$ cat src/rtl/id_operand_fetch.sv
// Decode/operand-fetch stage: selects source operands with EX/MEM/WB forwarding,
// detects load-use hazards and registers the EX-stage instruction and operands.
module id_operand_fetch (
  input  logic        clock,
  input  logic        reset,
  input  logic        state,
  input  logic        flush,
  input  logic [15:0] id_ir,
  input  logic [15:0] gr0,
  input  logic [15:0] gr1,
  input  logic [15:0] gr2,
  input  logic [15:0] gr3,
  input  logic [15:0] gr4,
  input  logic [15:0] gr5,
  input  logic [15:0] gr6,
  input  logic [15:0] gr7,
  input  logic [15:0] ALUo,
  input  logic [15:0] mem_ir,
  input  logic [15:0] mem_result,
  input  logic [15:0] wb_ir,
  input  logic [15:0] reg_C1,
  output logic [15:0] ex_ir,
  output logic [15:0] reg_A,
  output logic [15:0] reg_B,
  output logic [15:0] smdr,
  output logic        stall
);

  localparam logic        EXEC     = 1'b1;
  localparam logic [15:0] NOP_IR   = 16'h0000;

  localparam logic [4:0] OP_LOAD  = 5'b00010;
  localparam logic [4:0] OP_STORE = 5'b00011;
  localparam logic [4:0] OP_SLL   = 5'b00100;
  localparam logic [4:0] OP_SLA   = 5'b00101;
  localparam logic [4:0] OP_SRL   = 5'b00110;
  localparam logic [4:0] OP_SRA   = 5'b00111;
  localparam logic [4:0] OP_ADD   = 5'b01000;
  localparam logic [4:0] OP_ADDI  = 5'b01001;
  localparam logic [4:0] OP_SUB   = 5'b01010;
  localparam logic [4:0] OP_SUBI  = 5'b01011;
  localparam logic [4:0] OP_CMP   = 5'b01100;
  localparam logic [4:0] OP_AND   = 5'b01101;
  localparam logic [4:0] OP_OR    = 5'b01110;
  localparam logic [4:0] OP_XOR   = 5'b01111;
  localparam logic [4:0] OP_LDIH  = 5'b10000;
  localparam logic [4:0] OP_ADDC  = 5'b10001;
  localparam logic [4:0] OP_SUBC  = 5'b10010;

  function automatic logic is_writer(input logic [4:0] op);
    case (op)
      OP_LOAD, OP_LDIH, OP_ADD, OP_ADDI, OP_ADDC, OP_SUB, OP_SUBI, OP_SUBC,
      OP_AND, OP_OR, OP_XOR, OP_SLL, OP_SRL, OP_SLA, OP_SRA: is_writer = 1'b1;
      default: is_writer = 1'b0;
    endcase
  endfunction

  logic [15:0] ex_ir_q, reg_a_q, reg_b_q, smdr_q;
  logic [15:0] ex_ir_d, reg_a_d, reg_b_d, smdr_d;

  logic [4:0]  id_op, ex_op, mem_op, wb_op;
  logic [2:0]  ex_dst, mem_dst, wb_dst;
  logic        ex_fwd, mem_fwd, wb_fwd;
  logic [15:0] gr_w [8];
  logic [15:0] opnd [8];

  assign id_op   = id_ir[15:11];
  assign ex_op   = ex_ir_q[15:11];
  assign mem_op  = mem_ir[15:11];
  assign wb_op   = wb_ir[15:11];
  assign ex_dst  = ex_ir_q[10:8];
  assign mem_dst = mem_ir[10:8];
  assign wb_dst  = wb_ir[10:8];

  // A LOAD in EX has no data yet; ALUo would be its address, so it is never forwarded.
  assign ex_fwd  = is_writer(ex_op) && (ex_op != OP_LOAD);
  assign mem_fwd = is_writer(mem_op);
  assign wb_fwd  = is_writer(wb_op);

  assign gr_w[0] = gr0;
  assign gr_w[1] = gr1;
  assign gr_w[2] = gr2;
  assign gr_w[3] = gr3;
  assign gr_w[4] = gr4;
  assign gr_w[5] = gr5;
  assign gr_w[6] = gr6;
  assign gr_w[7] = gr7;

  genvar gi;
  generate
    for (gi = 0; gi < 8; gi++) begin : g_fwd
      assign opnd[gi] = (ex_fwd  && ex_dst  == 3'(gi)) ? ALUo       :
                        (mem_fwd && mem_dst == 3'(gi)) ? mem_result :
                        (wb_fwd  && wb_dst  == 3'(gi)) ? reg_C1     :
                                                         gr_w[gi];
    end
  endgenerate

  logic        use_a, use_b, use_s;
  logic [2:0]  a_sel;
  logic [15:0] a_val, b_val, s_val;

  always_comb begin
    use_a = 1'b0;
    use_b = 1'b0;
    use_s = 1'b0;
    a_sel = id_ir[6:4];
    b_val = 16'h0000;
    case (id_op)
      OP_ADD, OP_ADDC, OP_SUB, OP_SUBC, OP_AND, OP_OR, OP_XOR, OP_CMP: begin
        use_a = 1'b1;
        use_b = 1'b1;
        b_val = opnd[id_ir[2:0]];
      end
      OP_ADDI, OP_SUBI: begin
        use_a = 1'b1;
        a_sel = id_ir[10:8];
        b_val = {8'h00, id_ir[7:0]};
      end
      OP_LDIH: begin
        use_a = 1'b1;
        a_sel = id_ir[10:8];
        b_val = {id_ir[7:0], 8'h00};
      end
      OP_SLL, OP_SRL, OP_SLA, OP_SRA, OP_LOAD: begin
        use_a = 1'b1;
        b_val = {12'h000, id_ir[3:0]};
      end
      OP_STORE: begin
        use_a = 1'b1;
        use_s = 1'b1;
        b_val = {12'h000, id_ir[3:0]};
      end
      default: ;
    endcase
  end

  assign a_val = use_a ? opnd[a_sel] : 16'h0000;
  assign s_val = use_s ? opnd[id_ir[10:8]] : 16'h0000;

  // Only fields the opcode really reads may match the pending load destination.
  logic hazard;
  assign hazard = (ex_op == OP_LOAD) &&
                  ((use_a && ex_dst == a_sel) ||
                   (use_b && ex_dst == id_ir[2:0]) ||
                   (use_s && ex_dst == id_ir[10:8]));

  assign stall = hazard && (state == EXEC) && !flush;

  always_comb begin
    ex_ir_d = NOP_IR;
    reg_a_d = 16'h0000;
    reg_b_d = 16'h0000;
    smdr_d  = 16'h0000;
    if (!flush && !hazard) begin
      ex_ir_d = id_ir;
      reg_a_d = a_val;
      reg_b_d = b_val;
      smdr_d  = s_val;
    end
  end

  always_ff @(posedge clock or negedge reset) begin
    if (!reset) begin
      ex_ir_q <= NOP_IR;
      reg_a_q <= 16'h0000;
      reg_b_q <= 16'h0000;
      smdr_q  <= 16'h0000;
    end else if (state == EXEC) begin
      ex_ir_q <= ex_ir_d;
      reg_a_q <= reg_a_d;
      reg_b_q <= reg_b_d;
      smdr_q  <= smdr_d;
    end
  end

  assign ex_ir = ex_ir_q;
  assign reg_A = reg_a_q;
  assign reg_B = reg_b_q;
  assign smdr  = smdr_q;

  logic unused_bits;
  assign unused_bits = ^{mem_ir[7:0], wb_ir[7:0]};

endmodule

$ cat config.mk
export PLATFORM = sky130hd
export DESIGN_NAME = id_operand_fetch
export DESIGN_NICKNAME = d
export VERILOG_FILES = /design/src/rtl/id_operand_fetch.sv
export SDC_FILE = /design/constraint.sdc
export NUM_CORES = 1
export LEC_CHECK = 0
export BUFFER_PORTS_ARGS = -buffer_cell sky130_fd_sc_hd__buf_2
export CORE_ASPECT_RATIO = 1.25
export CORE_MARGIN = 1
export CORE_UTILIZATION = 44
export DETAILED_ROUTE_END_ITERATION = 10
export GPL_ROUTABILITY_DRIVEN = 1
export PLACE_DENSITY_LB_ADDON = 0.12
export SETUP_SLACK_MARGIN = 0.4
export SLEW_MARGIN = 20
export SYNTH_ARGS = -nofsm -noshare
export SYNTH_HDL_FRONTEND = slang
export SYNTH_SLANG_ARGS = --single-unit
$ cat constraint.sdc
create_clock -name clock -period 5.9 [get_ports clock]
set_input_delay 0.59 -clock clock [delete_from_list [all_inputs] [get_ports clock]]
set_output_delay 0.59 -clock clock [all_outputs]
set_load 0.01 [all_outputs]
==> key figures <==
Floorplan
  – Initial Util: 45.28%
  – Die X: 133.6 um
  – Die area: 22240 sq um
  – Core Area: 21040 sq um
  – DIE HEIGHT: 166.5 um
  – # IOs: 293
  – Core Rows: 59

STA
  – Worst-Margin Slew: 1.161 ns
  – Final Worst Setup Slack: 1.732 ns
  – Final period util: 70.64%
  – Final setup violating endpoints: 0
  – Fin. Hold Viols: 0
  – Rel. slew slack: 22.38%
  – Slew Viols, Final: 0
  – Post-layout min period: 4.168 ns
  – Fmax: 0.2399 GHz
  – Clock skew: 0.004286 ns
  – Unrepaired setup endpoints after global routing: false
  – Post-Route Setup TNS: 0 ns

Setup path
  – CP arrival: 4.36 ns
  – WP data required: 6.09 ns
  – FF-to-FF setup slack: 2.13 ns
  – Crit path max fanout: 16
  – Class of the most critical setup path: in -> reg
  – CP Capture Type: register
  – Reg-to-Reg Start: ex_ir[13]$_DFFE_PN0P_
  – Crit path launch: wb_ir[13]
  – Startpoint Class: primary input

Yosys
  – Post-Syn Nets: 1543
  – Post-synth ARST share: 100.0%
  – Largest area contributor in the netlist: dfrtp_1
  – Synth cell count leaders: o21ai_0 (154), clkbuf_1 (118), a221oi_1 (105)
  – Number of synthesized flops with an enable pin: 0
  – Flops & latches, synth: 64
  – Synth top area share: 16.81%
  – Synthesized area: 9525 sq um
  – Cells after Synth: 1315
  – Synth cell types: 81
  – Synth top area cells: dfrtp_1 (17%), a221oi_1 (9.7%), o21ai_0 (8.1%)
  – Syn Area/Cell: 7.244 sq um
  – Sequential area share after synthesis: 16.81%
  – Most frequent cell after synthesis: o21ai_0
  – Yosys warns: 0
  – Most used flip-flop cell after synthesis: dfrtp_1

Clock tree
  – CTS Hold Bufs: 0
  – Clock Path Buffers: 2
  – Clock Latency Late Sink: 0.33 ns
  – Root buf cell: clkbuf_16
  – Post-cts sizing count: 0
  – TritonCTS clock tree: done
  – Clock transition at path regs: 0.06 ns
  – Total clock sinks: 64
  – CTS H-tree depth: 3
  – TritonCTS buffer count: 9
  – Setup bufs post-CTS: 0

Placement
  – Post-detail-place hpwl: 36830 um
  – GP Congestion: 1.029
  – Worst slack at placement: 1.673 ns
  – Number of I/O port buffers: 276
  – Placed cells: 1733

Global route
  – Global route overflow: 0
  – Pin count of the biggest net entering global routing: 65
  – Gr usage total: 42.27%
  – First-pass GRT wire length: 72240 um
  – Met1 usage: 57.80%
  – Initial antenna violation count: 2
  – Met3 Track Usage GR: 7.671%
  – GRT busiest layer: met2
  – Met2 Use GR: 64.20%
  – Vias in the first global route: 11830

Drt
  – Via count: 12950
  – # DRC: 0
  – Final wirelength: 48400 um
  – Via density: 7.396
  – First-pass iteration count of the detailed router: 6
  – Initial DRC count: 2090
  – Remaining antenna violation count: 0
  – WL/cell: 27.64 um

Cells and area
  – Layout area overhead: 16.91%
  – Fin nets: 1698
  – Final cell count without fillers: 1751
  – Share of cells above drive strength 1: 23.73%

Worst hold path
  – Hold Path Class: in -> async

Power and ir drop
  – Leak Pwr: 0.004660 uW
  – Peak supply drop: 0.1780 mV
  – Cell area power density: 176.8 nW/um^2
  – Overall Power: 1968 uW

Run status
  – Status: finished, final reports clean

Run
  – Max-cap check violation count: 0
==> logic make-up after synthesis <==
group | after synthesis | share of synthesized area, %
AOI/OAI and AO/OA | 637 | 46.93
and+or+nand+nor | 390 | 21.70
buffers and inverters | 161 | 6.843
DFF | 64 | 16.81
muxes | 54 | 6.883
xor gates and xnor gates | 9 | 0.8276
==> critical path, cell delays in order <==
cell and delay (ns):
buf_2 0.14, nor3b_1 0.16, o21ai_1 0.57, nand3_1 0.83, a221oi_1 0.61, a2bb2oi_1 0.45
o22a_1 0.19, o21ai_0 0.08, nor4_1 0.59, o2bb2ai_1 0.14
==> power breakdown <==
part	leakage, uW	switching (uW)	internal, uW
Sequential	0.000868	24.6	465
Combinational	0.00366	613	345
Clock	0.000132	194	326
==> layer usage <==
| metal | wire length (um) | part of all wire [%] |
|---|---|---|
| met1 | 18880 | 39 |
| met2 | 20950 | 43 |
| met3 | 6225 | 13 |
| met4 | 2346 | 4.8 |
| met5 | 0 | 0 |
==> cell type report <==
cell class	count	area (sq um)
diodes	2	5.005
clock buffers	11	232.7
clock inverters	5	57.56
fillers	2132	9903
inverters	9	33.78
multi-input cells	1090	7331
flip-flops and latches	64	1602
well taps	274	342.8
repair buffers	296	1531
==> path summary, 6_finish.rpt <==
kind	cells past startpoint	to
min	2	reg_A[5]$_DFFE_PN0P_
min reg2reg	1	reg_A[10]$_DFFE_PN0P_
max in group asynchronous	2	smdr[11]$_DFFE_PN0P_
max	10	reg_A[15]$_DFFE_PN0P_
max reg2reg	9	reg_A[8]$_DFFE_PN0P_
min in group clock	1	reg_A[10]$_DFFE_PN0P_
==> state kept, by name, summed over array words and instances, names as in the netlist <==
register	cells
ex_ir	16
reg_A	16
smdr	16
reg_B	16
==> cells in the final DEF (no fill, tap or decap), types with 7 or more instances in the layout <==
| cell | n |
|---|---|
| o2bb2ai_1 | 23 |
| a22o_1 | 18 |
| nor3_1 | 28 |
| a22oi_1 | 36 |
| buf_2 | 276 |
| o22ai_1 | 59 |
| o21ai_0 | 153 |
| clkbuf_16 | 9 |
| o22a_1 | 12 |
| nand3_1 | 61 |
| o21a_1 | 8 |
| nand2_1 | 63 |
| o21ai_1 | 13 |
| nand2b_1 | 11 |
| nor2_1 | 91 |
| and3_1 | 12 |
| dfrtp_1 | 64 |
| nor4_1 | 16 |
| mux4_2 | 8 |
| mux2_2 | 12 |
| and2_1 | 17 |
| buf_4 | 20 |
| mux2i_1 | 34 |
| a2bb2oi_1 | 61 |
| a221oi_1 | 105 |
| a211oi_1 | 19 |
| nor2b_1 | 33 |
| a21oi_1 | 74 |
| or3_1 | 8 |
| nand3b_1 | 7 |
| o221ai_1 | 15 |
==> metrics by stage <==
| step | util [%] | hold slack (ns) | area [sq um] |
|---|---|---|---|
| finish | 52.93 | 0.4216 | 11140 |
| global route | 52.93 | 0.4932 | 11140 |
| CTS | 52.88 | 0.4629 | 11120 |
| detailed placement | 51.50 | 0.4698 | 10830 |
| global placement | 51.48 | 0.4645 | 10830 |
| floorplan | - | 0.2944 | 9525 |
Note: power is estimated with default switching activity, not from simulation.
